$ cat src/rtl/imsic_intr_file_if.sv
`default_nettype none
// ============================================================================
// Module   : imsic_intr_file_if
// Brief    : Indirect register access bus of the IMSIC interrupt file.
// Revision : 1.0
// ============================================================================
interface imsic_intr_file_if;
  logic [7:0]  i_reg_addr;
  logic        i_reg_we;
  logic        i_reg_re;
  logic [31:0] i_reg_wdata;
  logic [31:0] o_reg_rdata;
  logic        o_reg_rvalid;
  logic        o_reg_err;

  modport master (
    output i_reg_addr, i_reg_we, i_reg_re, i_reg_wdata,
    input  o_reg_rdata, o_reg_rvalid, o_reg_err
  );

  modport slave (
    input  i_reg_addr, i_reg_we, i_reg_re, i_reg_wdata,
    output o_reg_rdata, o_reg_rvalid, o_reg_err
  );
endinterface
`default_nettype wire

$ cat src/rtl/imsic_intr_file.sv
`default_nettype none
// ============================================================================
// Module   : imsic_intr_file
// Brief    : IMSIC interrupt file: eip/eie arrays, threshold, top-identity
//            selection with claim, and indirect register access.
// Revision : 1.0
// ============================================================================
module imsic_intr_file #(
  parameter int NR_SRC   = 64,
  parameter int NR_SRC_W = $clog2(NR_SRC)
) (
  input  wire logic                i_clk,
  input  wire logic                i_rst,
  imsic_intr_file_if.slave         reg_bus,
  input  wire logic [NR_SRC_W-1:0] i_setipnum,
  input  wire logic                i_setipnum_we,
  input  wire logic                i_claim,
  output logic      [NR_SRC_W-1:0] o_topei,
  output logic                     o_irq
);

  localparam int                c_WORDS    = NR_SRC / 32;
  localparam logic [6:0]        c_WORDS_V  = 7'(NR_SRC / 32);
  localparam logic [NR_SRC_W:0] c_NR_SRC_V = (NR_SRC_W + 1)'(NR_SRC);

  logic [NR_SRC-1:0]   r_eip;
  logic [NR_SRC-1:0]   r_eie;
  logic                r_eidelivery;
  logic [NR_SRC_W-1:0] r_eithreshold;
  logic [NR_SRC_W-1:0] r_topei;
  logic                r_irq;
  logic [31:0]         r_rdata;
  logic                r_rvalid;
  logic                r_err;

  logic [5:0]          w_word;
  logic                w_word_ok;
  logic                w_sel_deliv;
  logic                w_sel_thr;
  logic                w_sel_eip;
  logic                w_sel_eie;
  logic                w_legal;
  logic                w_wr;
  logic                w_setip_ok;
  logic [31:0]         w_rd_data;
  logic [NR_SRC-1:0]   w_eip_nxt;
  logic [NR_SRC-1:0]   w_eie_nxt;
  logic                w_deliv_nxt;
  logic [NR_SRC_W-1:0] w_thr_nxt;
  logic [NR_SRC-1:0]   w_elig;
  logic [NR_SRC_W-1:0] w_topei_nxt;

  // Address decode: eip/eie words beyond the implemented count are illegal.
  assign w_word      = reg_bus.i_reg_addr[5:0];
  assign w_word_ok   = ({1'b0, w_word} < c_WORDS_V);
  assign w_sel_deliv = (reg_bus.i_reg_addr == 8'h70);
  assign w_sel_thr   = (reg_bus.i_reg_addr == 8'h72);
  assign w_sel_eip   = (reg_bus.i_reg_addr[7:6] == 2'b10) && w_word_ok;
  assign w_sel_eie   = (reg_bus.i_reg_addr[7:6] == 2'b11) && w_word_ok;
  assign w_legal     = w_sel_deliv || w_sel_thr || w_sel_eip || w_sel_eie;
  assign w_wr        = reg_bus.i_reg_we && w_legal;
  assign w_setip_ok  = i_setipnum_we && (i_setipnum != '0) &&
                       ({1'b0, i_setipnum} < c_NR_SRC_V);

  always_comb begin
    w_rd_data = '0;
    if (w_sel_deliv) begin
      w_rd_data[0] = r_eidelivery;
    end
    if (w_sel_thr) begin
      w_rd_data[NR_SRC_W-1:0] = r_eithreshold;
    end
    for (int k = 0; k < c_WORDS; k++) begin
      if (w_word == 6'(k)) begin
        if (w_sel_eip) begin
          w_rd_data = r_eip[k*32 +: 32];
        end
        if (w_sel_eie) begin
          w_rd_data = r_eie[k*32 +: 32];
        end
      end
    end
  end

  // Update order on a shared eip bit: register write, claim clear, then set.
  always_comb begin
    w_eip_nxt   = r_eip;
    w_eie_nxt   = r_eie;
    w_deliv_nxt = r_eidelivery;
    w_thr_nxt   = r_eithreshold;
    if (w_wr && w_sel_deliv) begin
      w_deliv_nxt = reg_bus.i_reg_wdata[0];
    end
    if (w_wr && w_sel_thr) begin
      w_thr_nxt = reg_bus.i_reg_wdata[NR_SRC_W-1:0];
    end
    for (int k = 0; k < c_WORDS; k++) begin
      if (w_wr && (w_word == 6'(k))) begin
        if (w_sel_eip) begin
          w_eip_nxt[k*32 +: 32] = reg_bus.i_reg_wdata;
        end
        if (w_sel_eie) begin
          w_eie_nxt[k*32 +: 32] = reg_bus.i_reg_wdata;
        end
      end
    end
    if (i_claim && (r_topei != '0)) begin
      w_eip_nxt[r_topei] = 1'b0;
    end
    if (w_setip_ok) begin
      w_eip_nxt[i_setipnum] = 1'b1;
    end
    w_eip_nxt[0] = 1'b0;
    w_eie_nxt[0] = 1'b0;
  end

  assign w_elig = w_eip_nxt & w_eie_nxt;

  // Descending scan so the lowest eligible identity is the last one kept.
  always_comb begin
    w_topei_nxt = '0;
    for (int i = NR_SRC - 1; i > 0; i--) begin
      if (w_elig[i] && ((w_thr_nxt == '0) || (NR_SRC_W'(i) < w_thr_nxt))) begin
        w_topei_nxt = NR_SRC_W'(i);
      end
    end
  end

  always_ff @(posedge i_clk) begin
    if (i_rst) begin
      r_eip         <= '0;
      r_eie         <= '0;
      r_eidelivery  <= 1'b0;
      r_eithreshold <= '0;
      r_topei       <= '0;
      r_irq         <= 1'b0;
      r_rdata       <= '0;
      r_rvalid      <= 1'b0;
      r_err         <= 1'b0;
    end else begin
      r_eip         <= w_eip_nxt;
      r_eie         <= w_eie_nxt;
      r_eidelivery  <= w_deliv_nxt;
      r_eithreshold <= w_thr_nxt;
      r_topei       <= w_topei_nxt;
      r_irq         <= w_deliv_nxt && (w_topei_nxt != '0);
      r_rdata       <= reg_bus.i_reg_re ? w_rd_data : '0;
      r_rvalid      <= reg_bus.i_reg_re;
      r_err         <= (reg_bus.i_reg_re || reg_bus.i_reg_we) && !w_legal;
    end
  end

  assign o_topei             = r_topei;
  assign o_irq               = r_irq;
  assign reg_bus.o_reg_rdata  = r_rdata;
  assign reg_bus.o_reg_rvalid = r_rvalid;
  assign reg_bus.o_reg_err    = r_err;

endmodule
`default_nettype wire
$ cat src/flat_wrapper.sv
// flat-port wrapper written by rule: the top's interface ports become plain ports
module imsic_intr_file_flat 
#(
  parameter int NR_SRC   = 64,
  parameter int NR_SRC_W = $clog2(NR_SRC)
)
  (i_clk, i_rst, i_setipnum, i_setipnum_we, i_claim, o_topei, o_irq, reg_bus_i_reg_addr, reg_bus_i_reg_we, reg_bus_i_reg_re, reg_bus_i_reg_wdata, reg_bus_o_reg_rdata, reg_bus_o_reg_rvalid, reg_bus_o_reg_err);
  imsic_intr_file_if reg_bus_i ();
  input  wire logic i_clk;
  input  wire logic i_rst;
  input  wire logic [NR_SRC_W-1:0] i_setipnum;
  input  wire logic i_setipnum_we;
  input  wire logic i_claim;
  output logic      [NR_SRC_W-1:0] o_topei;
  output logic o_irq;
  input wire logic [$bits(reg_bus_i.i_reg_addr)-1:0] reg_bus_i_reg_addr;
  input wire logic [$bits(reg_bus_i.i_reg_we)-1:0] reg_bus_i_reg_we;
  input wire logic [$bits(reg_bus_i.i_reg_re)-1:0] reg_bus_i_reg_re;
  input wire logic [$bits(reg_bus_i.i_reg_wdata)-1:0] reg_bus_i_reg_wdata;
  output wire logic [$bits(reg_bus_i.o_reg_rdata)-1:0] reg_bus_o_reg_rdata;
  output wire logic [$bits(reg_bus_i.o_reg_rvalid)-1:0] reg_bus_o_reg_rvalid;
  output wire logic [$bits(reg_bus_i.o_reg_err)-1:0] reg_bus_o_reg_err;
  assign reg_bus_i.i_reg_addr = reg_bus_i_reg_addr;
  assign reg_bus_i.i_reg_we = reg_bus_i_reg_we;
  assign reg_bus_i.i_reg_re = reg_bus_i_reg_re;
  assign reg_bus_i.i_reg_wdata = reg_bus_i_reg_wdata;
  assign reg_bus_o_reg_rdata = reg_bus_i.o_reg_rdata;
  assign reg_bus_o_reg_rvalid = reg_bus_i.o_reg_rvalid;
  assign reg_bus_o_reg_err = reg_bus_i.o_reg_err;
  imsic_intr_file #(.NR_SRC(NR_SRC), .NR_SRC_W(NR_SRC_W)) u_core (.i_clk(i_clk), .i_rst(i_rst), .reg_bus(reg_bus_i), .i_setipnum(i_setipnum), .i_setipnum_we(i_setipnum_we), .i_claim(i_claim), .o_topei(o_topei), .o_irq(o_irq));
endmodule
$ cat config.mk
export PLATFORM = sky130hd
export DESIGN_NAME = imsic_intr_file_flat
export DESIGN_NICKNAME = d
export VERILOG_FILES = /design/src/rtl/imsic_intr_file_if.sv /design/src/rtl/imsic_intr_file.sv /design/src/flat_wrapper.sv
export SDC_FILE = /design/constraint.sdc
export NUM_CORES = 1
export LEC_CHECK = 0
export BUFFER_PORTS_ARGS = -buffer_cell sky130_fd_sc_hd__buf_2
export CELL_PAD_IN_SITES_DETAIL_PLACEMENT = 0
export CELL_PAD_IN_SITES_GLOBAL_PLACEMENT = 2
export CORE_MARGIN = 2
export CORE_UTILIZATION = 37
export CTS_CLUSTER_DIAMETER = 60
export CTS_CLUSTER_SIZE = 30
export DETAILED_ROUTE_END_ITERATION = 10
export PLACE_DENSITY_LB_ADDON = 0.1
export SLEW_MARGIN = 20
export SYNTH_ARGS = -nofsm -noshare
export SYNTH_HDL_FRONTEND = slang
export SYNTH_SLANG_ARGS = --single-unit
$ cat constraint.sdc
create_clock -name i_clk -period 3.8 [get_ports i_clk]
set_input_delay 0.38 -clock i_clk [delete_from_list [all_inputs] [get_ports i_clk]]
set_output_delay 0.38 -clock i_clk [all_outputs]
set_load 0.005 [all_outputs]
# ---- Yosys cells after proc, flatten, opt, wreduce, memory -nomap -nowiden
# Cells that the tools add are included.
dict set report classes {
  addsub 0
  multipliers 0
  n_div 0
  magnitude_cmp 68
  n_eq_ne 5
  shift 0
  mux 87
  n_bitwise 5
  reduce_logical 150
}
# operator n
set ops {}
lappend ops {{32-bit two-way mux} 14}
lappend ops {{6-bit two-way mux} 65}
lappend ops {{6-bit less-than comparator, first input constant} 32}
lappend ops {{64-bit AND} 2}
lappend ops {{64-bit two-way mux} 2}
lappend ops {{5-bit by 6-bit less-than comparator with 1-bit output, first input constant} 16}
lappend ops {{1-bit logical AND} 76}
lappend ops {{1-bit logical OR} 67}
lappend ops {{64-bit inverter} 1}
lappend ops {{64-bit OR} 1}
lappend ops {{4-bit by 6-bit less-than comparator with 1-bit output, first input constant} 8}
lappend ops {{3-bit by 6-bit less-than comparator with 1-bit output, first input constant} 4}
lappend ops {{6-bit nonzero test} 3}
lappend ops {{8-bit by 7-bit equality test with 1-bit output, second input constant} 2}
lappend ops {{6-bit by 7-bit less-than comparator with 1-bit output, second input constant} 2}
lappend ops {{1-bit demux with 6-bit select} 2}
lappend ops {{6-bit by 1-bit >= comparator with 1-bit output, second input constant} 2}
lappend ops {{6-bit zero test} 2}
lappend ops {{2-bit by 6-bit less-than comparator with 1-bit output, first input constant} 2}
lappend ops {{6-bit by 1-bit equality test with 1-bit output, second input constant} 1}
lappend ops {{1-bit by 6-bit less-than comparator with 1-bit output, first input constant} 1}
lappend ops {{6-bit by 2-bit less-than comparator with 1-bit output, second input constant} 1}
lappend ops {{2-bit equality test, second input constant} 2}
lappend ops {{1-bit two-way mux} 4}
lappend ops {{other kinds (3)} 3}
dict set report totals {
  regBits 176
  latch_bits 0
  mem_bits_rw 0
  romBits 0
  out_inout_bits 41
  wordCells 326
  mem_count 0
}

# ---- Depth between registers and ports, before layout
# Gate-level depths: netlist of the first run.
dict set report depth {
  word_depth 78
  ltp_mapped 14
  depth_no_buf 10
}

# ---- Worst setup path after synthesis of the first run
# Ideal clock, no wire load.
dict set report synth_path {
  path_type {input to register}
  from {input reg_bus_i_reg_addr[6]}
  to {register u_core.r_topei[0], in the netlist u_core.o_topei[0]}
  setup_time_ps 59
  arrival_time_ps 3179
  t_required_ps 3741
  setup_slack_ps 562
  path_stages 11
  path_cell_list {clkbuf_2 > or4b_1 > buf_4 > nor3_4 > mux2i_1 > o221ai_2 > a21o_1 > a2111o_1 > a2111o_1 > nor4_1 > o31a_1}
}
dict set report synth_via {
  elab_chain_len 76
  elab_cells_between_ends 280
  cone_classes {63 x order compare; 4 x eq/ne; 74 x mux; 3 x bitwise; 136 x reduce/logical}
}
# element line_no
set synth_rtl {}
lappend synth_rtl {{start: declaration} flat_wrapper.sv:16} ;# input wire logic [$bits(reg_bus_i.i_reg_addr)-1:0] reg_bus_i_reg_addr;
lappend synth_rtl {{8-bit by 7-bit equality test with 1-bit output, or another cell as far along} imsic_intr_file.sv:56} ;# assign w_sel_deliv = (reg_bus.i_reg_addr == 8'h70);
lappend synth_rtl {{1-bit logical OR or 1-bit logical AND (tied branches)} {imsic_intr_file.sv:60, imsic_intr_file.sv:58}}
lappend synth_rtl {{1-bit logical OR (2 in series)} imsic_intr_file.sv:60} ;# assign w_legal = w_sel_deliv || w_sel_thr || w_sel_eip || w_sel_eie;
lappend synth_rtl {{1-bit logical AND} imsic_intr_file.sv:61} ;# assign w_wr = reg_bus.i_reg_we && w_legal;
lappend synth_rtl {{1-bit logical AND} imsic_intr_file.sv:98} ;# if (w_wr && (w_word == 6'(k))) begin
lappend synth_rtl {{32-bit two-way mux} imsic_intr_file.sv:98}
lappend synth_rtl {{64-bit AND (no line)} n/a}
lappend synth_rtl {{64-bit two-way mux} imsic_intr_file.sv:107} ;# if (i_claim && (r_topei != '0)) begin
lappend synth_rtl {{64-bit OR (no line)} n/a}
lappend synth_rtl {{64-bit two-way mux} imsic_intr_file.sv:110} ;# if (w_setip_ok) begin
lappend synth_rtl {{64-bit AND} imsic_intr_file.sv:117} ;# assign w_elig = w_eip_nxt & w_eie_nxt;
lappend synth_rtl {{1-bit logical AND} imsic_intr_file.sv:123} ;# if (w_elig[i] && ((w_thr_nxt == '0) || (NR_SRC_W'(i) < w_thr_nxt))) begin
lappend synth_rtl {{6-bit two-way mux (62 in series)} imsic_intr_file.sv:123}
lappend synth_rtl {{6-bit two-way mux *} imsic_intr_file.sv:123}
lappend synth_rtl {{end signal: assignment} imsic_intr_file.sv:145} ;# r_topei <= w_topei_nxt;
lappend synth_rtl {{end: declaration} imsic_intr_file.sv:30} ;# logic [NR_SRC_W-1:0] r_topei;
# Every way passes the cells marked *; elsewhere a longest branch is shown, timed or not.
# A chain may end at the register's enable or synchronous reset.

# ---- Worst setup path in the final report of the first run
dict set report layout_path {
  from {input reg_bus_i_reg_addr[1]}
  to {register u_core.r_topei[0], in the netlist u_core.o_topei[0]}
}
dict set report layout_via {
  elab_chain_len 76
  elab_cells_between_ends 281
  cone_classes {64 x order compare; 3 x eq/ne; 74 x mux; 3 x bitwise; 137 x reduce/logical}
}
# element line_no
set layout_rtl {}
lappend layout_rtl {{6-bit by 2-bit less-than comparator with 1-bit output, or another cell as far along} imsic_intr_file.sv:55} ;# assign w_word_ok = ({1'b0, w_word} < c_WORDS_V);
lappend layout_rtl {{1-bit logical AND or 1-bit logical OR (tied branches)} {imsic_intr_file.sv:58, imsic_intr_file.sv:60}}
lappend layout_rtl {{1-bit logical OR (2 in series)} imsic_intr_file.sv:60}
lappend layout_rtl {{1-bit logical AND} imsic_intr_file.sv:61}
lappend layout_rtl {{1-bit logical AND} imsic_intr_file.sv:98}
lappend layout_rtl {{32-bit two-way mux} imsic_intr_file.sv:98}
lappend layout_rtl {{64-bit AND (no line)} n/a}
lappend layout_rtl {{64-bit two-way mux} imsic_intr_file.sv:107}
lappend layout_rtl {{64-bit OR (no line)} n/a}
lappend layout_rtl {{64-bit two-way mux} imsic_intr_file.sv:110}
lappend layout_rtl {{64-bit AND} imsic_intr_file.sv:117}
lappend layout_rtl {{1-bit logical AND} imsic_intr_file.sv:123}
lappend layout_rtl {{6-bit two-way mux (62 in series)} imsic_intr_file.sv:123}
lappend layout_rtl {{6-bit two-way mux *} imsic_intr_file.sv:123}
# Marked as above.

==> impl_summary.log, run 1 <==
[metrics] maximum fanout count along the critical path: 12
[metrics] Setup crit end kind: register
[metrics] endpoint arrival time on the critical path: 4.04 ns
[metrics] post-route standard cell area excluding fillers: 13700 um^2
[metrics] post-CTS repair timing setup buffer count: 0
[metrics] area occupied by registers: 3480 um^2
[metrics] total CTS buffers: 17
[metrics] final WL: 58400 um
[metrics] worst max-slew margin expressed relative to the limit: 0.254
[metrics] residual antenna-violating net count after detailed routing: 0
[metrics] unrepaired setup endpoints after global routing: false
[metrics] CTS Hold Bufs: 0
[metrics] count of endpoints failing setup in the final report: 0
[metrics] number of port buffers: 92
[metrics] fillcell total: 3054
[metrics] post-route minimum period: 3.64 ns
[metrics] drt first-iter violations: 1459
[metrics] area of the multi-input gates: 7220 um^2
[metrics] register bit count reported by yosys: 174
[metrics] sequential fraction of the synthesis area: 0.309
[metrics] Clk Tree Root Cell: clkbuf_16
[metrics] crit-path leading delay family: compound AO/OA/AOI/OAI gates
[metrics] CP Data Required Time: 4.20 ns
[metrics] ys flop type: dfxtp_1
[metrics] nature of the critical path startpoint: primary input
[metrics] die height: 178 um
[metrics] Final GP Congestion: 1.02
[metrics] Sum Neg Setup Slack: 0 ns
[metrics] fraction of layout instances using a drive strength above 1: 0.250
[metrics] final-report max-slew violation count: 0
[metrics] number of core rows: 63
[metrics] total routing resource utilization after global routing: 0.367
[metrics] most used cell along the critical path: a2111o_1
[metrics] maximum number of pins on one net before global-route repair: 91
[metrics] slew at the pin closest to its max-slew limit: 1.12 ns
[metrics] worst vdd rail ir drop: 0.326 mV
[metrics] remaining global-route overflow: 0
[metrics] mean number of vias per cell: 6.45
[metrics] synth unique cells: 94
[metrics] Clock transition at path regs: 0.07 ns
[metrics] number of remaining DRC errors: 0
[metrics] Largest stage delay, worst path: 0.65 ns
[metrics] Max Fclk: 274 MHz
[metrics] die boundary width: 178 um
[metrics] EDFF count, synth: 0
[metrics] number of buffer and inverter instances along the worst setup path: 2
[metrics] core outline area: 29800 um^2
[metrics] ordered cell list for the critical path: buf_2 -> or4b_4 -> nor3_2 -> buf_4 -> nor2_1 -> o32ai_1 -> nand2_1 -> a2111o_1 -> a2111o_1 -> nor4_1 -> o31a_1
[metrics] status: finished, final reports clean
[metrics] Clock Path Buffers: 2
[metrics] later-pin clock latency in the skew report: 0.47 ns
[metrics] total placed instance area: 13100 um^2
[metrics] Clock Skews: 0.0164 ns
[metrics] Period Utilization, post-route: 0.959
[metrics] detailed placer's ending HPWL: 46200 um
[metrics] Fin Hold WS: 0.199 ns
[metrics] Static Leak: 0.00561 uW
[metrics] number of iterations in the first detailed-routing pass: 5
[metrics] Num Clock Sinks: 174
[metrics] number of endpoints with negative hold slack in the final report: 0
[metrics] Maximum Capacitance Violations: 0
[metrics] final routed wire length divided by cell count: 29.8 um
[metrics] Post-Syn Nets: 1448
[metrics] via total after detailed routing: 12647
[metrics] power per standard cell area: 299 nW/um^2
[metrics] number of warning messages in the yosys log: 0
[metrics] post-cts repair resize count: 0
[metrics] Total Die Area: 31900 um^2
[metrics] critical-path cell with the highest stage delay: o32ai_1
[metrics] CTS H-tree depth: 4
[metrics] Hold Path Class: in -> reg
[metrics] mean post-synth cell area: 8.07 um^2
[metrics] post-layout utilization of the core: 0.460
[metrics] cells after synthesis: 1396
[metrics] Synth-to-Final Area Change: 21.6%
[metrics] TritonCTS clock tree: yes
[metrics] crit path kind: in -> reg
[metrics] post-synthesis async set-or-reset flop share: 0
[metrics] number of antenna violations at the first check in global routing: 2
[metrics] Cell Area, Synth: 11300 um^2
[metrics] via count of the first global-routing pass: 11614
[metrics] global-route wire length before repair: 83100 um
[metrics] diode count: 0
[metrics] starting density of the core: 0.378
[metrics] top-level port count: 93
[metrics] layout net count: 1610
## state kept, by name (all words and copies together), names as in the netlist, 6 cells and up
signal,count
u_core.o_topei,6
u_core.r_eie,63
u_core.r_eip,63
u_core.r_eithreshold,6
u_core.reg_bus.o_reg_rdata,32
## tightest hold or removal path, cell delays in order
cell and delay, ns:
buf_2 0.10, nor2_1 0.09, nor4_1 0.05
## stage by stage
step           std cells  total power (uW)  worst slack (ns)
2_1_floorplan       1396              2050             0.562
3_3_place_gp        1929              2210            -0.146
3_5_place_dp        1929              2210            -0.228
4_1_cts             1961              4100             0.247
5_1_grt             1961              4190            0.0798
6_report            1961              4090             0.157
## logic make-up (layout without fill, tap and decap cells)
family / after synthesis / after routing / share of synthesized area
AO/OA/AOI/OAI: 324 / 324 / 0.228
buffers and inverters: 128 / 303 / 0.0494
flip-flops: 174 / 174 / 0.309
multiplexers: 113 / 113 / 0.110
AND/OR/NAND/NOR: 657 / 657 / 0.303
## Yosys cell counts, types with 13 or more instances
cell      number  area (um^2)
a211oi_1      40          300
a21oi_1       30          150
a311oi_1      24          210
a31oi_1       37          231
buf_2         18         90.1
clkbuf_1      88          330
dfxtp_1      174         3480
mux2_2        35          394
mux2i_1       70          701
nand2_1      104          390
nand3_1       46          230
nand3b_1      13         97.6
nand4_1       16          100
nor2_1       221          830
nor2b_1       86          538
nor3_1        35          175
nor4_1        30          188
o21ai_0       22          110
o32a_1        13          130
o32ai_1       28          245
or2_2         15         93.8
## cells in the final DEF, fill, tap and decap left out, types with 15 or more instances in the layout
master and n:
nand2_1 104, o32ai_1 28, nor4_1 30, a21oi_1 30
a31oi_1 37, mux2i_1 70, a311oi_1 24, nor2_1 221
or2_2 15, nand4_1 16, dfxtp_1 174, mux2_2 35
a211oi_1 40, buf_2 91, nand3_1 46, nor2b_1 86
buf_4 163, o21ai_0 22, clkbuf_16 17, nor3_1 35
## area by class of cell
type                       count  share of cell area
clock inverter                15              0.0138
timing repair buffer         263               0.136
inverter                       8             0.00219
tap                          390              0.0356
sequential                   174               0.254
multi-input combinational   1094               0.527
clock buffer                  17              0.0311
## per-layer routing
| layer | track usage | up-vias | part of all wire |
|---|---|---|---|
| met2 | 0.548 | 739 | 0.43 |
| met1 | 0.521 | 6249 | 0.44 |
| met3 | 0.0848 | 108 | 0.10 |
| met4 | 0.111 | 0 | 0.029 |
| met5 | 0 | - | 0 |
| li1 | - | 5551 | - |
## final timing paths
path                                                                  end                          from  slack (ns)  cells after the start
worst min-delay path                  u_core.reg_bus.o_reg_err$_SDFF_PP0_              reg_bus_i_reg_re        0.20                      3
worst max-delay path                         u_core.o_topei[0]$_SDFF_PP0_         reg_bus_i_reg_addr[1]        0.16                     11
worst max register to register               u_core.o_topei[1]$_SDFF_PP0_  u_core.o_topei[1]$_SDFF_PP0_        0.18                     11
worst min register to register  u_core.reg_bus.o_reg_rdata[30]$_SDFF_PP0_   u_core.r_eie[30]$_SDFF_PP0_        0.49                      2
## power breakdown
group          internal, uW  total (uW)  leakage (uW)  switching [uW]
Sequential             1830        1840       0.00140            5.51
Combinational          98.4         348       0.00391             250
Clock                   955        1910      0.000302             955
Total                  2880        4090       0.00561            1210
No activity file was read; power rests on OpenSTA's default activity.
==> run 2: changes to the inputs <==
Settings changed: CELL_PAD_IN_SITES_DETAIL_PLACEMENT 0 to default, CELL_PAD_IN_SITES_GLOBAL_PLACEMENT 2 to default, CORE_UTILIZATION 37 to 56, PLACE_DENSITY from default to 0.75, PLACE_DENSITY_LB_ADDON 0.1 to default.
==> run 2 against run 1 <==
  * Sequential power barely moved
  * Worst setup slack lost 0.14 ns
  * Sequential share of layout area rose by 1.3 points
  * Count of clock-buffer cells in the layout increased by 1
  * Die area decreased by 33%
  * Critical endpoint is now u_core.o_irq$_SDFF_PP0_
  * Largest power group is now sequential cells
  * Highest routed layer unchanged
==> impl_summary.log, run 2 (synthesized netlist as in run 1, its figures left out) <==
[metrics] number of remaining DRC errors: 0 (unchanged)
[metrics] later-pin clock latency in the skew report: 0.45 ns (-0.02 ns)
[metrics] final-report max-slew violation count: 0 (unchanged)
[metrics] fraction of layout instances using a drive strength above 1: 0.220 (-0.0298)
[metrics] post-cts repair resize count: 0 (unchanged)
[metrics] Max Fclk: 264 MHz (-3.7%)
[metrics] pre-CTS setup slack: -0.0670 ns (+0.161 ns)
[metrics] die height: 146 um (-18%)
[metrics] fillcell total: 1685 (-45%)
[metrics] worst max-slew margin expressed relative to the limit: 0.404 (+0.150)
[metrics] via total after detailed routing: 12838 (+1.5%)
[metrics] CTS Hold Bufs: 0 (unchanged)
[metrics] total routing resource utilization after global routing: 0.477 (+0.111)
[metrics] critical-path cell with the highest stage delay: nand4b_1
[metrics] mean number of vias per cell: 7.22 (+12%)
[metrics] Sum Neg Setup Slack: 0 ns (unchanged)
[metrics] final WL: 52000 um (-11%)
[metrics] Clk Tree Root Cell: clkbuf_16
[metrics] endpoint arrival time on the critical path: 4.15 ns (+0.11 ns)
[metrics] post-route minimum period: 3.78 ns (+0.138 ns)
[metrics] CP Data Required Time: 4.16 ns (-0.04 ns)
[metrics] via count of the first global-routing pass: 11772 (+1.4%)
[metrics] Synth-to-Final Area Change: 15.6%
[metrics] crit path kind: reg -> reg
[metrics] worst path setup slack after routing: 0.0184 ns (-0.138 ns)
[metrics] drt first-iter violations: 1985 (+36%)
[metrics] count of endpoints failing setup in the final report: 0 (unchanged)
[metrics] worst vdd rail ir drop: 0.285 mV (-13%)
[metrics] power per standard cell area: 306 nW/um^2 (+2.5%)
[metrics] Clock Path Buffers: 2 (unchanged)
[metrics] Final GP Congestion: 1.08 (+5.9%)
[metrics] unrepaired setup endpoints after global routing: false
[metrics] total CTS buffers: 17 (unchanged)
[metrics] number of antenna violations at the first check in global routing: 1 (-1)
[metrics] global-route wire length before repair: 75900 um (-8.6%)
[metrics] CTS H-tree depth: 4 (unchanged)
[metrics] TritonCTS clock tree: yes
[metrics] final routed wire length divided by cell count: 29.2 um (-1.9%)
[metrics] layout net count: 1551 (-3.7%)
[metrics] status: finished, final reports clean
[metrics] number of iterations in the first detailed-routing pass: 7 (+2)
[metrics] Num Clock Sinks: 174 (unchanged)
[metrics] area of the multi-input gates: 7220 um^2 (unchanged)
[metrics] remaining global-route overflow: 0 (unchanged)
[metrics] Total Die Area: 21300 um^2 (-33%)
[metrics] most frequent standard cell in the layout excluding fill and tap cells: nor2_1
[metrics] maximum fanout count along the critical path: 10 (-2)
[metrics] Fin Hold WS: 0.210 ns (+0.0112 ns)
[metrics] post-CTS repair timing setup buffer count: 0 (unchanged)
[metrics] Final Non-Filler Cells: 1777 (-9.4%)
[metrics] post-layout utilization of the core: 0.665 (+0.205)
[metrics] area occupied by registers: 3480 um^2 (unchanged)
[metrics] nature of the critical path startpoint: register
[metrics] core outline area: 19600 um^2 (-34%)
[metrics] Setup crit end kind: register
[metrics] detailed placer's ending HPWL: 39200 um (-15%)
[metrics] number of core rows: 51 (-19%)
[metrics] residual antenna-violating net count after detailed routing: 0 (unchanged)
[metrics] slew at the pin closest to its max-slew limit: 0.889 ns (-0.230 ns)
[metrics] DP Cell Count: 1745 (-9.5%)
[metrics] maximum number of pins on one net before global-route repair: 63 (-31%)
[metrics] crit-path leading delay family: compound AO/OA/AOI/OAI gates
[metrics] Period Utilization, post-route: 0.995 (+0.0364)
[metrics] number of buffer and inverter instances along the worst setup path: 0 (-2)
[metrics] number of endpoints with negative hold slack in the final report: 0 (unchanged)
[metrics] Largest stage delay, worst path: 0.80 ns (+0.15 ns)
[metrics] Static Leak: 0.00531 uW (-5.4%)
[metrics] number of port buffers: 92 (unchanged)
[metrics] Clock transition at path regs: 0.08 ns (about the same)
[metrics] ordered cell list for the critical path: nand4b_1 -> o21ai_0 -> mux2_2 -> a221o_1 -> o2111ai_1 -> nor4_2 -> nand3_1 -> o221ai_1 -> a31oi_1 -> a311oi_1
[metrics] most frequent cells in the layout: nor2_1, dfxtp_1, buf_4
[metrics] starting density of the core: 0.575 (+0.197)
[metrics] die boundary width: 146 um (-18%)
[metrics] Clock Skews: 0.00988 ns (-0.00656 ns)
[metrics] top-level port count: 93 (unchanged)
[metrics] Hold Path Class: in -> reg
[metrics] Maximum Capacitance Violations: 0 (unchanged)
run 2: changes by cell type in the layout (fill, tap and decap cells not counted), sizes merged:
cell,previous run,this run
inv,17,16
diode,0,1
buf,263,204
clkbuf,17,18
bufinv,1,0
run 2: metal layers:
metal / up-vias / GRT usage / routed length, um
li1: 5433 / - / -
met1: 5993 / 0.623 / 19400
met2: 1154 / 0.690 / 21100
met3: 258 / 0.191 / 8300
met4: 0 / 0.222 / 3240
met5: - / 0 / 0
run 2: cell type report:
class / count / share of cell area
Antenna cell: 1 / 0.000192
Clock buffer: 18 / 0.0337
Clock inverter: 13 / 0.0112
Inverter: 8 / 0.00231
Multi-Input combinational cell: 1094 / 0.555
Sequential cell: 174 / 0.267
Tap cell: 265 / 0.0255
Timing Repair Buffer: 204 / 0.105
run 2: where the power goes:
part           leakage (uW)  switching [uW]  internal (uW)
Combinational       0.00362             246           96.0
Sequential          0.00140            5.32           1830
Clock              0.000288             913            897
Total               0.00531            1160           2820
run 2: metrics by stage:
stage | cell area (um^2) | power (uW)
final | 13000 | 3990
after global placement | 12400 | 2200
after detailed placement | 12400 | 2200
after global routing | 13000 | 4040
after floorplan | 11300 | 2050
after CTS | 13000 | 3950
run 2: final timing paths:
check | start | end | slack [ns] | depth (start not counted)
max | u_core.o_topei[0]$_SDFF_PP0_ | u_core.o_irq$_SDFF_PP0_ | 0.02 | 10
min | reg_bus_i_reg_re | u_core.reg_bus.o_reg_err$_SDFF_PP0_ | 0.21 | 3
max reg2reg | u_core.o_topei[0]$_SDFF_PP0_ | u_core.o_irq$_SDFF_PP0_ | 0.02 | 10
min reg2reg | u_core.r_eie[45]$_SDFF_PP0_ | u_core.reg_bus.o_reg_rdata[13]$_SDFF_PP0_ | 0.49 | 2
run 2: tightest hold or removal path, delay by kind of cell:
kind,cells,cell delay (ns)
AND/OR/NAND/NOR,2,0.13
buffers and inverters,1,0.11
